## config.mk

```make
export PLATFORM = sky130hd
export DESIGN_NAME = dbu_writer
export DESIGN_NICKNAME = d
export VERILOG_FILES = /design/src/rtl/dbu_writer.sv
export SDC_FILE = /design/constraint.sdc
export NUM_CORES = 1
export LEC_CHECK = 0
export ABC_AREA = 1
export CAP_MARGIN = 10
export CORE_ASPECT_RATIO = 0.75
export CORE_MARGIN = 3
export CORE_UTILIZATION = 42
export CTS_CLUSTER_DIAMETER = 150
export DETAILED_ROUTE_END_ITERATION = 16
export PLACE_DENSITY_LB_ADDON = 0.15
export SLEW_MARGIN = 20
export SYNTH_ARGS = -nofsm -noshare
export SYNTH_HDL_FRONTEND = slang
export SYNTH_SLANG_ARGS = --single-unit
```

## constraint.sdc

```tcl
create_clock -name clk -period 1.9 [get_ports clk]
set_input_delay 0.38 -clock clk [delete_from_list [all_inputs] [get_ports clk]]
set_output_delay 0.38 -clock clk [all_outputs]
set_load 0.05 [all_outputs]
```

## src/rtl/dbu_writer.sv

```systemverilog
// rtl/dbu_writer.sv - debug write unit: button-driven hex entry and CPU debug-port write handshake
module dbu_writer #(
    parameter int TIMEOUT  = 255,
    parameter int MEM_STEP = 4
) (
    input  logic        clk,
    input  logic        rst,
    input  logic [3:0]  sw,
    input  logic        shift,
    input  logic        commit,
    input  logic        clear,
    input  logic        inc,
    input  logic        dec,
    input  logic        m_rf,
    input  logic        wr_ack,
    output logic        wr_req,
    output logic        wr_sel,
    output logic [31:0] wr_addr,
    output logic [31:0] wr_data,
    output logic [31:0] entry,
    output logic [3:0]  digits,
    output logic        busy,
    output logic        err
);
    localparam int CW = $clog2(TIMEOUT + 1);

    typedef enum logic [1:0] {S_IDLE, S_REQ, S_DONE, S_ERR} state_t;

    state_t        r_state, w_next;
    logic [4:0]    r_s1, r_s2, r_s3, r_pulse;
    logic [CW-1:0] r_cnt;
    logic          r_wr_req, r_wr_sel, r_mode;
    logic [31:0]   r_wr_addr, r_wr_data, r_entry;
    logic [3:0]    r_digits;

    logic [4:0]  w_raw;
    logic        w_idle, w_do_clear, w_do_commit, w_do_shift, w_do_inc, w_do_dec, w_mode_chg;
    logic [31:0] w_addr_up, w_addr_dn;

    // Pulse bit order: 0 clear, 1 commit, 2 shift, 3 inc, 4 dec.
    assign w_raw  = {dec, inc, shift, commit, clear};
    assign w_idle = (r_state == S_IDLE);

    // A commit pulse always consumes the cycle, even when it is ignored for lack of digits.
    assign w_do_clear  = r_pulse[0] && (w_idle || r_state == S_ERR);
    assign w_do_commit = w_idle && !r_pulse[0] && r_pulse[1] && (r_digits != 4'd0);
    assign w_do_shift  = w_idle && !r_pulse[0] && !r_pulse[1] && r_pulse[2];
    assign w_do_inc    = w_idle && !r_pulse[0] && !r_pulse[1] && !r_pulse[2] && r_pulse[3] && !r_pulse[4];
    assign w_do_dec    = w_idle && !r_pulse[0] && !r_pulse[1] && !r_pulse[2] && r_pulse[4] && !r_pulse[3];
    assign w_mode_chg  = w_idle && (m_rf != r_mode);

    assign w_addr_up = r_mode ? r_wr_addr + 32'(MEM_STEP) : {27'd0, r_wr_addr[4:0] + 5'd1};
    assign w_addr_dn = r_mode ? r_wr_addr - 32'(MEM_STEP) : {27'd0, r_wr_addr[4:0] - 5'd1};

    always_comb begin
        w_next = r_state;
        case (r_state)
            S_IDLE: if (w_do_commit) w_next = S_REQ;
            S_REQ: begin
                if (wr_ack)
                    w_next = S_DONE;
                else if (r_cnt == CW'(TIMEOUT - 1))
                    w_next = S_ERR;
            end
            S_DONE:  w_next = S_IDLE;
            S_ERR:   if (w_do_clear) w_next = S_IDLE;
            default: w_next = S_IDLE;
        endcase
    end

    always_ff @(posedge clk) begin
        if (rst) begin
            r_state   <= S_IDLE;
            r_s1      <= '0;
            r_s2      <= '0;
            r_s3      <= '0;
            r_pulse   <= '0;
            r_cnt     <= '0;
            r_wr_req  <= 1'b0;
            r_wr_sel  <= 1'b0;
            r_mode    <= 1'b0;
            r_wr_addr <= '0;
            r_wr_data <= '0;
            r_entry   <= '0;
            r_digits  <= '0;
        end else begin
            r_s1     <= w_raw;
            r_s2     <= r_s1;
            r_s3     <= r_s2;
            r_pulse  <= r_s2 & ~r_s3;
            r_state  <= w_next;
            r_wr_req <= (w_next == S_REQ);
            r_cnt    <= (r_state == S_REQ) ? r_cnt + CW'(1) : '0;

            if (w_mode_chg)
                r_mode <= m_rf;

            if (w_do_clear || r_state == S_DONE) begin
                r_entry  <= '0;
                r_digits <= '0;
            end else if (w_do_shift) begin
                r_entry  <= {r_entry[27:0], sw};
                r_digits <= (r_digits == 4'd8) ? 4'd8 : r_digits + 4'd1;
            end

            if (w_do_commit) begin
                r_wr_data <= r_entry;
                r_wr_sel  <= m_rf;
            end

            // Mode switch wins over button stepping; DONE only occurs outside IDLE.
            if (w_mode_chg)
                r_wr_addr <= '0;
            else if (r_state == S_DONE || w_do_inc)
                r_wr_addr <= w_addr_up;
            else if (w_do_dec)
                r_wr_addr <= w_addr_dn;
        end
    end

    assign wr_req  = r_wr_req;
    assign wr_sel  = r_wr_sel;
    assign wr_addr = r_wr_addr;
    assign wr_data = r_wr_data;
    assign entry   = r_entry;
    assign digits  = r_digits;
    assign busy    = (r_state == S_REQ) || (r_state == S_DONE);
    assign err     = (r_state == S_ERR);
endmodule

```

==> qor.csv <==
stage,metric,value,unit
status,outcome,"finished, final reports clean",
power,clkPwrFrac,0.470,
synth,synth_area_per_cell,6.946,µm²
global_route,grt_pass1_wl,29.95,mm
critical_path,rr_endpoint,wr_addr[23]$_SDFFE_PP0P_,
synth,ys_ff_latch,133,
floorplanning,num_io_pins,117,
hold_path,hold_class,register to register,
floorplanning,die_w,149.7,µm
clock_tree,clock_path_buffers,2,
power,p_seq_frac,0.413,
clock_tree,clk-insertion-delay-late,0.43,ns
timing,slew_headroom,0.6593,
placement,gp_congestion,0.9296,
hold_path,worstHoldPathCells,1,
global_route,grt-ovfl-total,0,
critical_path,critPathLaunchType,register,
clock_tree,htree_levels,4,
layout,finalCoreUtilization,0.5841,
power,vdd_drop_max,0.6108,mV
power,total_power,6.998,mW
critical_path,r2r_cells,12,
timing,fin_skew,0.008378,ns
clock_tree,clock_sinks,133,
layout,antenna_cells,0,
detailed_routing,wirelength,18.21,mm
critical_path,cp_max_fo,8,
global_route,grt_antenna_before_repair,0,
critical_path,crit_required,2.26,ns
detailed_routing,drt-wirelength-per-cell,14.08,µm
critical_path,path_class,register to register,
detailed_routing,drt_iter0_markers,491,
critical_path,cp-end-kind,register,
critical_path,slowest_delay,0.34,ns
floorplanning,core_area,14790,µm²
floorplanning,num_rows,38,
global_route,grt_pass1_vias,5828,
timing,finalHoldViolCount,0,
synth,yosys_warnings,0,
detailed_routing,ant_nets,0,
critical_path,crit_buf_inv,6,
power,p_sw_frac,0.2871,
power,p_leak,3.945,nW
power,p_int,4.989,mW
timing,tightest_slew,0.5130,ns
timing,rsz0062_at_grt,true,
timing,drv_slew,0,
detailed_routing,drt_pass1_iterations,6,
power,power.switching,2.009,mW
global_route,grt_max_degree,40,
placement,dpl.hpwl,13.19,mm
synth,synth_area,6501,µm²
global_route,grtUsageTotal,0.2181,
timing,layout_min_cycle_time,1.846,ns
synth,ys_seq_area_frac,0.4095,
critical_path,r2r_setup_slack,0.05,ns
synth,syn-num-nets,963,
critical_path,cpMostUsedCell,inv_2,
critical_path,crit_chain,"inv_2, buf_4, ha_2, inv_2, buf_6, nand3_4, nand2_4, inv_2, nor2_4, clkbuf_16, nand2_1, a21oi_2",
detailed_routing,drc,0,
power,power_density,810.3,nW/µm²
hold_path,min-delay-start,r_s3[3]$_SDFF_PP0_,
critical_path,cp_top_family,buffers and inverters,
power,comb_power_share,0.116,
timing,hold_ws,0.3862,ns
clock_tree,ctsHoldBuffers,0,
clock_tree,cts_made_buffers,17,
floorplanning,die_area,17020,µm²
clock_tree,clock-root-buffer,clkbuf_16,
placement,port_buffers,116,
layout,n_fill_cell,1384,
clock_tree,clkTransAtPathRegs,0.07,ns
synth,synthCells,936,
synth,ys_types,40,
detailed_routing,vias,6378,
timing,post-route-period-util,0.9718,
layout,mostFrequentLayoutCells,"nand2_1, dfxtp_1, nor2_1, inv_1, buf_4",
layout,final_common_cell,nand2_1,
run,drv_cap,0,
critical_path,cp.arrival,2.21,ns
timing,setup_viol,0,
layout,multi_input_area,3281,µm²
floorplanning,start_util,0.4397,
detailed_routing,vias_per_cell,4.933,
layout,seqCellArea,2670,µm²
hold_path,holdPathEnd,r_pulse[3]$_SDFF_PP0_,
critical_path,cpMaxStageDelayCell,dfxtp_2,
critical_path,r2r-start,r_state[0]$_SDFF_PP0_,
layout,area_growth,32.85,%
layout,layout.nets,1107,
floorplanning,die-height,113.7,µm
layout,drive_above_1_share,0.1802,
clock_tree,cts_tree,done,
timing,max_freq,541.6,MHz
==> Yosys cell counts (all sizes together) <==
cell    number  area, µm²
o21ai       99      510.5
nand2      179      686.9
nor2       143      604.3
ha          14      175.2
a21o         1      7.510
o211ai       1      7.510
inv        110      412.9
clkbuf      15      57.55
nand3       63      352.8
a211oi       7      52.55
a21oi       96      488.0
or2          2      12.52
nor3b        1      7.510
nand4       17      106.4
nand3b       3      22.52
nor3        12      65.06
o22ai        1      6.260
buf         23      143.9
and2         5      31.28
xnor2        5      43.79
dfxtp      133       2663
xor2         3      26.28
nor4         1      6.260
a31oi        1      6.260
clkinv       1      5.000
==> how the worst max path moves through the flow <==
stage | start | cells after the start | slack, ns | endpoint
floorplan | r_state[0]$_SDFF_PP0_ | 8 | 0.02 | entry[28]$_SDFFE_PP0P_
global placement | m_rf | 8 | 0.01 | wr_addr[17]$_SDFFE_PP0P_
detailed placement | m_rf | 8 | -0.0003 | wr_addr[17]$_SDFFE_PP0P_
CTS | r_state[0]$_SDFF_PP0_ | 9 | 0.05 | wr_addr[11]$_SDFFE_PP0P_
global route | r_state[0]$_SDFF_PP0_ | 12 | -0.03 | wr_addr[14]$_SDFFE_PP0P_
finish | r_state[0]$_SDFF_PP0_ | 12 | 0.05 | wr_addr[23]$_SDFFE_PP0P_
==> area by class of cell <==
cell class                 count  share of cell area
multi-input combinational    654              0.3798
sequential                   133              0.3091
clock inverter                15             0.01825
inverter                     111             0.04838
clock buffer                  17             0.04925
timing repair buffer         163              0.1662
tap                          200             0.02897
==> worst register-to-register path: stages, from the launching register on <==
cell and delay, ns:
dfxtp_2 0.34, inv_2 0.05, buf_4 0.14, ha_2 0.19, inv_2 0.09, buf_6 0.12
nand3_4 0.11, nand2_4 0.09, inv_2 0.06, nor2_4 0.23, clkbuf_16 0.21, nand2_1 0.07
a21oi_2 0.09
==> per-layer routing <==
| metal | vias up | track usage | part of all wire |
|---|---|---|---|
| met5 | - | 0 | 0 |
| met4 | 0 | 0.04936 | 0.0053 |
| met3 | 10 | 0.08896 | 0.097 |
| met2 | 211 | 0.3127 | 0.41 |
| met1 | 2823 | 0.3081 | 0.48 |
| li1 | 3334 | - | - |
==> cell families after synthesis <==
| family | synth area share |
|---|---|
| AND/OR/NAND/NOR | 0.2916 |
| AO/OA/AOI/OAI | 0.1659 |
| buffers and inverters | 0.09526 |
| flip-flops | 0.4095 |
| adder cells (fa/ha/maj) | 0.02694 |
| XOR/XNOR | 0.01078 |
==> what timing repair did <==
| action | in CTS | in global routing |
|---|---|---|
| resized for setup | 38 | 20 |
| setup buffers | 0 | 5 |
| setup endpoints to repair | 38 | 29 |
| cloned | 0 | 2 |
| pin swaps | 0 | 2 |
==> flip-flops by register name, summed over array words and instances, names as in the netlist <==
register	count
r_s3	5
wr_data	32
digits	4
r_s1	5
r_state	2
wr_sel	1
r_s2	5
wr_addr	32
entry	32
wr_req	1
r_pulse	5
r_cnt	8
r_mode	1
==> power by group through the flow <==
| stage | Combinational [mW] | Sequential, mW | Clock, mW |
|---|---|---|---|
| 2_1_floorplan | 0.406 | 3.07 | 0 |
| 3_3_place_gp | 0.782 | 2.95 | 0 |
| 3_5_place_dp | 0.784 | 2.95 | 0 |
| 4_1_cts | 0.779 | 2.89 | 3.35 |
| 5_1_grt | 0.895 | 2.90 | 3.49 |
| 6_report | 0.815 | 2.89 | 3.29 |
==> metrics by stage <==
stage | instances | TNS, ns | setup WS (ns) | cell area, µm²
floorplan | 936 | 0 | 0.02456 | 6506
global placement | 1254 | 0 | 0.01395 | 7945
detailed placement | 1254 | -0.0003350 | -0.0003350 | 7945
CTS | 1286 | 0 | 0.05448 | 8481
global route | 1293 | -0.05920 | -0.02720 | 8637
finish | 1293 | 0 | 0.05358 | 8637
No activity file was read; power rests on OpenSTA's default activity.
==> edit 1, RTL diff (same settings) <==
Make the reset (`rst`) asynchronous in one clocked block.
--- a/src/rtl/dbu_writer.sv
+++ b/src/rtl/dbu_writer.sv
@@ -68,7 +68,7 @@
         endcase
     end
 
-    always_ff @(posedge clk) begin
+    always_ff @(posedge clk or posedge rst) begin
         if (rst) begin
             r_state   <= S_IDLE;
             r_s1      <= '0;
Behaviour: differs if rst is asserted again (counterexample within 10 cycles, from zero or initial values and one cycle with rst high); with rst held inactive, the same outputs for 10 cycles.
==> edit 1 against the unedited design <==
Wire length increased by 5.9%. Synthesized cell count down 2.8%. Setup slack improved by 0.047 ns. Sequential share of layout area is 5.4 points higher. Cell area grew 6.3%. Synthesized area increased by 6.5%. Sequential cell count unchanged.
Power is not compared: it rests on default switching activity, and its combinational part moved more than twofold at a synthesized area within 25%.
==> edit 1: results (changes against the unedited design) <==
M2 GR Usage - 30.7% (was 31.3%)
Hold Slack - 0.346 ns (was 0.386 ns)
Power Dens Cells - 1610 nW/um^2
Net count after synthesis - 937 (was 963)
XOR/XNOR share of the synthesized area - 1.14% (was 1.08%)
Fraction of layout cells with a size suffix above 1 - 17.4% (was 18.0%)
Vias in the first global route - 5,993 (was 5,828)
Synth warn - 0 (unchanged)
Mux cell area share after synthesis - 0% (unchanged)
Clock Root Buffer - clkbuf_16 (unchanged)
First-pass GRT wire length - 31,200 um (was 30,000 um)
Outcome - finished, final reports clean (unchanged)
CP max stage delay - 0.39 ns (was 0.34 ns)
Drt wl/cell - 15.1 um (was 14.1 um)
Worst Skew - 0.0103 ns (was 0.00838 ns)
Total GRT Usage - 21.6% (was 21.8%)
Initial antenna violation count - 0 (unchanged)
Placed Cells incl. Taps - 1,235 (was 1,254)
Clock latency on the worst-skew pair - 0.42 ns
Vias per inst - 5.03 (was 4.93)
Seq/Total Area, Yosys - 48.1% (was 41.0%)
Area after DPL - 8410 sq um (was 7950 sq um)
Metal3 WL - 1490 um (was 1760 um)
Met2 WL - 8090 um (was 7530 um)
Worst-path clk slew - 0.06 ns
Post-synth top cells - 237 x nand2_1, 133 x dfrtp_1, 121 x inv_1 (was 173 x nand2_1, 133 x dfxtp_1, 130 x nor2_1)
Worst VDD drop - 0.798 mV
CTS Buf Count - 17 (unchanged)
CP max FO - 17 (was 8)
CTS-repair resized insts - 37 (was 38)
Crit-path slowest cell - dfrtp_1 (was dfxtp_2)
Async S/R FF share, synth - 100% (was 0%)
Met1 Use GR - 32.7% (was 30.8%)
Met3 usage - 5.99% (was 8.90%)
Avg Inst Size Synth - 7.61 sq um (was 6.95 sq um)
Setup WS pre-CTS - -0.115 ns (was -0.000335 ns)
Post-synthesis adder-cell area fraction - 2.53% (was 2.69%)
Met1 wire length - 9600 um (was 8820 um)
Sw Ratio - 47.2%
Post-CTS Setup Bufs - 0 (unchanged)
P_comb - 7380 uW
CP arrival - 2.15 ns (was 2.21 ns)
Largest net degree at the start of global routing - 79 (was 40)
CP top delay family - simple AND/OR/NAND/NOR gates (was buffers and inverters)
Starting DRC count in detailed routing - 429 (was 491)
Slew @ Worst Pin - 0.506 ns (was 0.513 ns)
DPL Wire Length - 13,600 um (was 13,200 um)
Synth top area cells - dfrtp_1 48%, nand2_1 13%, inv_1 6.6% (was dfxtp_1 41%, nand2_1 10%, nor2_1 7.5%)
CTS HTree Levels - 4 (unchanged)
Drt first pass iters - 5 (was 6)
Ant. Diodes - 0 (unchanged)
Fin cells - 1,274 (was 1,293)
Most used DFF post-synth - dfrtp_1 (was dfxtp_1)
Netlist cell types - 28 (was 40)
Synth Area in Compound Gates - 10.5% (was 16.6%)
Final nets - 1,083 (was 1,107)
Max Used Layer - met4 (unchanged)
Placer Congestion - 0.921 (was 0.930)
edit 1: final cells by class:
| class | count | area (sq um) |
|---|---|---|
| repair buffers | 156 | 1460 |
| clock inverters | 15 | 180 |
| fillers | 1433 | 6480 |
| well taps | 205 | 256 |
| inverters | 124 | 472 |
| flip-flops and latches | 133 | 3330 |
| clock buffers | 17 | 425 |
| multi-input cells | 624 | 3060 |
edit 1: final timing paths:
check / start / to / slack [ns] / cells past startpoint
hold / removal: r_s1[0]$_DFF_PP0_ / r_s2[0]$_DFF_PP0_ / 0.35 / 0
min in group asynchronous: rst / r_s1[3]$_DFF_PP0_ / 0.44 / 3
setup / recovery: r_state[0]$_DFF_PP0_ / wr_addr[25]$_DFFE_PP0P_ / 0.10 / 11
setup reg to reg: r_state[0]$_DFF_PP0_ / wr_addr[25]$_DFFE_PP0P_ / 0.10 / 11
max in group asynchronous: rst / wr_data[3]$_DFFE_PP0P_ / 1.11 / 3
hold reg to reg: r_s1[0]$_DFF_PP0_ / r_s2[0]$_DFF_PP0_ / 0.35 / 0
==> edit 2, RTL diff (same settings) <==
Without the edit above. The parameter `TIMEOUT` goes from 255 to 510.
--- a/src/rtl/dbu_writer.sv
+++ b/src/rtl/dbu_writer.sv
@@ -1,6 +1,6 @@
 // rtl/dbu_writer.sv - debug write unit: button-driven hex entry and CPU debug-port write handshake
 module dbu_writer #(
-    parameter int TIMEOUT  = 255,
+    parameter int TIMEOUT  = 510,
     parameter int MEM_STEP = 4
 ) (
     input  logic        clk,
Check against the original RTL: same outputs for any inputs over 4 cycles, from zero or initial values and one cycle with rst high; that may be too few to reach the edited logic, so the function may still have changed.
==> edit 2 against the unedited design <==
Hold slack improved by 0.0014 ns. Sequential cell count rose by 1. Synthesized area is 0.19% higher. Setup slack improved by 0.073 ns. Total power is 4.2% higher. Wire length down 1.1%. Cell area down 0.29%. Sequential share of layout area increased by 0.29 points. Count of clock-buffer cells in the layout grew 3.
==> edit 2: results (changes against the unedited design) <==
Outcome - finished, final reports clean (unchanged)
Starting DRC count in detailed routing - 576 (was 491)
Static Leak - 0.00383 uW (was 0.00394 uW)
CP arrival - 2.08 ns (was 2.21 ns)
Min-delay src - r_s3[1]$_SDFF_PP0_ (was r_s3[3]$_SDFF_PP0_)
R2R depth - 11 (was 12)
Slew @ Worst Pin - 0.518 ns (was 0.513 ns)
Largest net degree at the start of global routing - 60 (was 40)
WL final - 18,000 um (was 18,200 um)
Clock Root Buffer - clkbuf_16 (unchanged)
Setup WS pre-CTS - 0.0435 ns (was -0.000335 ns)
Sequential group power - 2920 uW
Tcrit/Tclk final - 93.3% (was 97.2%)
Total GRT Usage - 21.6% (was 21.8%)
Vias in the first global route - 5,918 (was 5,828)
CP max stage delay - 0.37 ns (was 0.34 ns)
Synth top area cells - dfxtp_1 41%, nand2_1 9.5%, o21ai_0 7.1% (was dfxtp_1 41%, nand2_1 10%, nor2_1 7.5%)
Seq/Total Area, Yosys - 41.2% (was 41.0%)
Drt first pass iters - 5 (was 6)
Net count after synthesis - 960 (was 963)
Worst hold stages - 1 (unchanged)
Worst R2R Start - r_state[1]$_SDFF_PP0_ (was r_state[0]$_SDFF_PP0_)
Crit-path slowest cell - dfxtp_1 (was dfxtp_2)
Netlist cell types - 39 (was 40)
CP max FO - 23 (was 8)
Placer Congestion - 0.943 (was 0.930)
Synth warn - 0 (unchanged)
Mapped Cells - 933 (was 936)
Initial antenna violation count - 0 (unchanged)
Layout fillers - 1,414 (was 1,384)
First-pass GRT wire length - 29,700 um (was 30,000 um)
CP top delay family - simple AND/OR/NAND/NOR gates (was buffers and inverters)
Clock network fraction of total power - 49.1% (was 47.0%)
Worst VDD drop - 0.635 mV (was 0.611 mV)
Setup slack, reg-to-reg - 0.13 ns (was 0.05 ns)
Switching power total - 1860 uW (was 2010 uW)
Hold Path End - r_pulse[1]$_SDFF_PP0_ (was r_pulse[3]$_SDFF_PP0_)
DPL Wire Length - 13,100 um (was 13,200 um)
Vias - 6,405 (was 6,378)
Post-synth top cells - 164 x nand2_1, 134 x dfxtp_1, 118 x nor2_1 (was 173 x nand2_1, 133 x dfxtp_1, 130 x nor2_1)
Placed Cells incl. Taps - 1,248 (was 1,254)
Fraction of layout cells with a size suffix above 1 - 18.0% (about the same)
Worst Skew - 0.00668 ns (was 0.00838 ns)
Async S/R FF share, synth - 0% (unchanged)
Final nets - 1,097 (was 1,107)
edit 2: cell count changes after synthesis, moves of 4 or more:
cell	unedited run	this run
and2_1	5	1
clkinv_1	0	4
o21ai_1	2	6
nand3_1	57	62
nor2_1	130	118
a31oi_1	1	8
a21oi_1	94	90
nor2_2	6	12
inv_1	106	113
nand2_1	173	164
nor3_1	11	15
edit 2: through the flow:
stage / hold WS, ns / total power (uW) / cell area, sq um
detailed placement: 0.384 / 3750 / 7920
global route: 0.401 / 7550 / 8610
CTS: 0.391 / 7320 / 8530
global placement: 0.379 / 3750 / 7920
floorplan: 0.374 / 3500 / 6520
finish: 0.388 / 7290 / 8610
edit 2: how the worst max path moves through the flow:
stage | start | to | cells after the start
5_1_grt | r_state[0]$_SDFF_PP0_ | wr_addr[2]$_SDFFE_PP0P_ | 11
6_report | r_state[1]$_SDFF_PP0_ | wr_addr[23]$_SDFFE_PP0P_ | 11
3_3_place_gp | m_rf | wr_addr[13]$_SDFFE_PP0P_ | 8
4_1_cts | r_state[0]$_SDFF_PP0_ | wr_addr[1]$_SDFFE_PP0P_ | 10
2_1_floorplan | r_state[1]$_SDFF_PP0_ | entry[21]$_SDFFE_PP0P_ | 8
3_5_place_dp | m_rf | wr_addr[13]$_SDFFE_PP0P_ | 8
edit 2: worst reg2reg max path: stages, from the launching register on:
cell and delay (ns):
dfxtp_1 0.37, inv_2 0.07, ha_4 0.17, nand3_2 0.09
nor2_4 0.06, nand3_4 0.10, nand2_8 0.09, buf_12 0.17
nor3_1 0.28, nand2_1 0.11, a21oi_2 0.12, nor2_1 0.04
edit 2: what timing repair did:
item,4_1_cts,5_1_grt
hold buffers,0,0
gates resized for setup,33,19
endpoints found under the setup margin,33,38
pin swaps,0,1
buffers inserted,0,3
edit 2: layout make-up:
cell class              instances  area (sq um)  area share, %
repair buffers                152          1330           15.4
clock buffers                  20           457           5.30
clock inverters                12           189           2.19
flip-flops and latches        134          2690           31.2
well taps                     200           250           2.91
multi-input cells             643          3240           37.6
inverters                     122           464           5.39
edit 2: routing by layer:
| metal | vias up | share of wire (%) | global-route usage, % |
|---|---|---|---|
| met4 | 0 | 0.80 | 4.63 |
| met3 | 15 | 8.9 | 8.02 |
| met5 | - | 0 | 0 |
| li1 | 3321 | - | - |
| met2 | 189 | 41 | 30.2 |
| met1 | 2880 | 50 | 31.6 |
edit 2: logic make-up (layout without fill, tap and decap cells):
| family | Yosys count | count (layout) | synth area share, % |
|---|---|---|---|
| adder cells (fa/ha/maj) | 14 | 14 | 2.69 |
| AO/OA/AOI/OAI | 213 | 213 | 17.2 |
| buffers and inverters | 156 | 306 | 9.83 |
| flip-flops | 134 | 134 | 41.2 |
| AND/OR/NAND/NOR | 411 | 411 | 28.4 |
| XOR/XNOR | 5 | 5 | 0.672 |
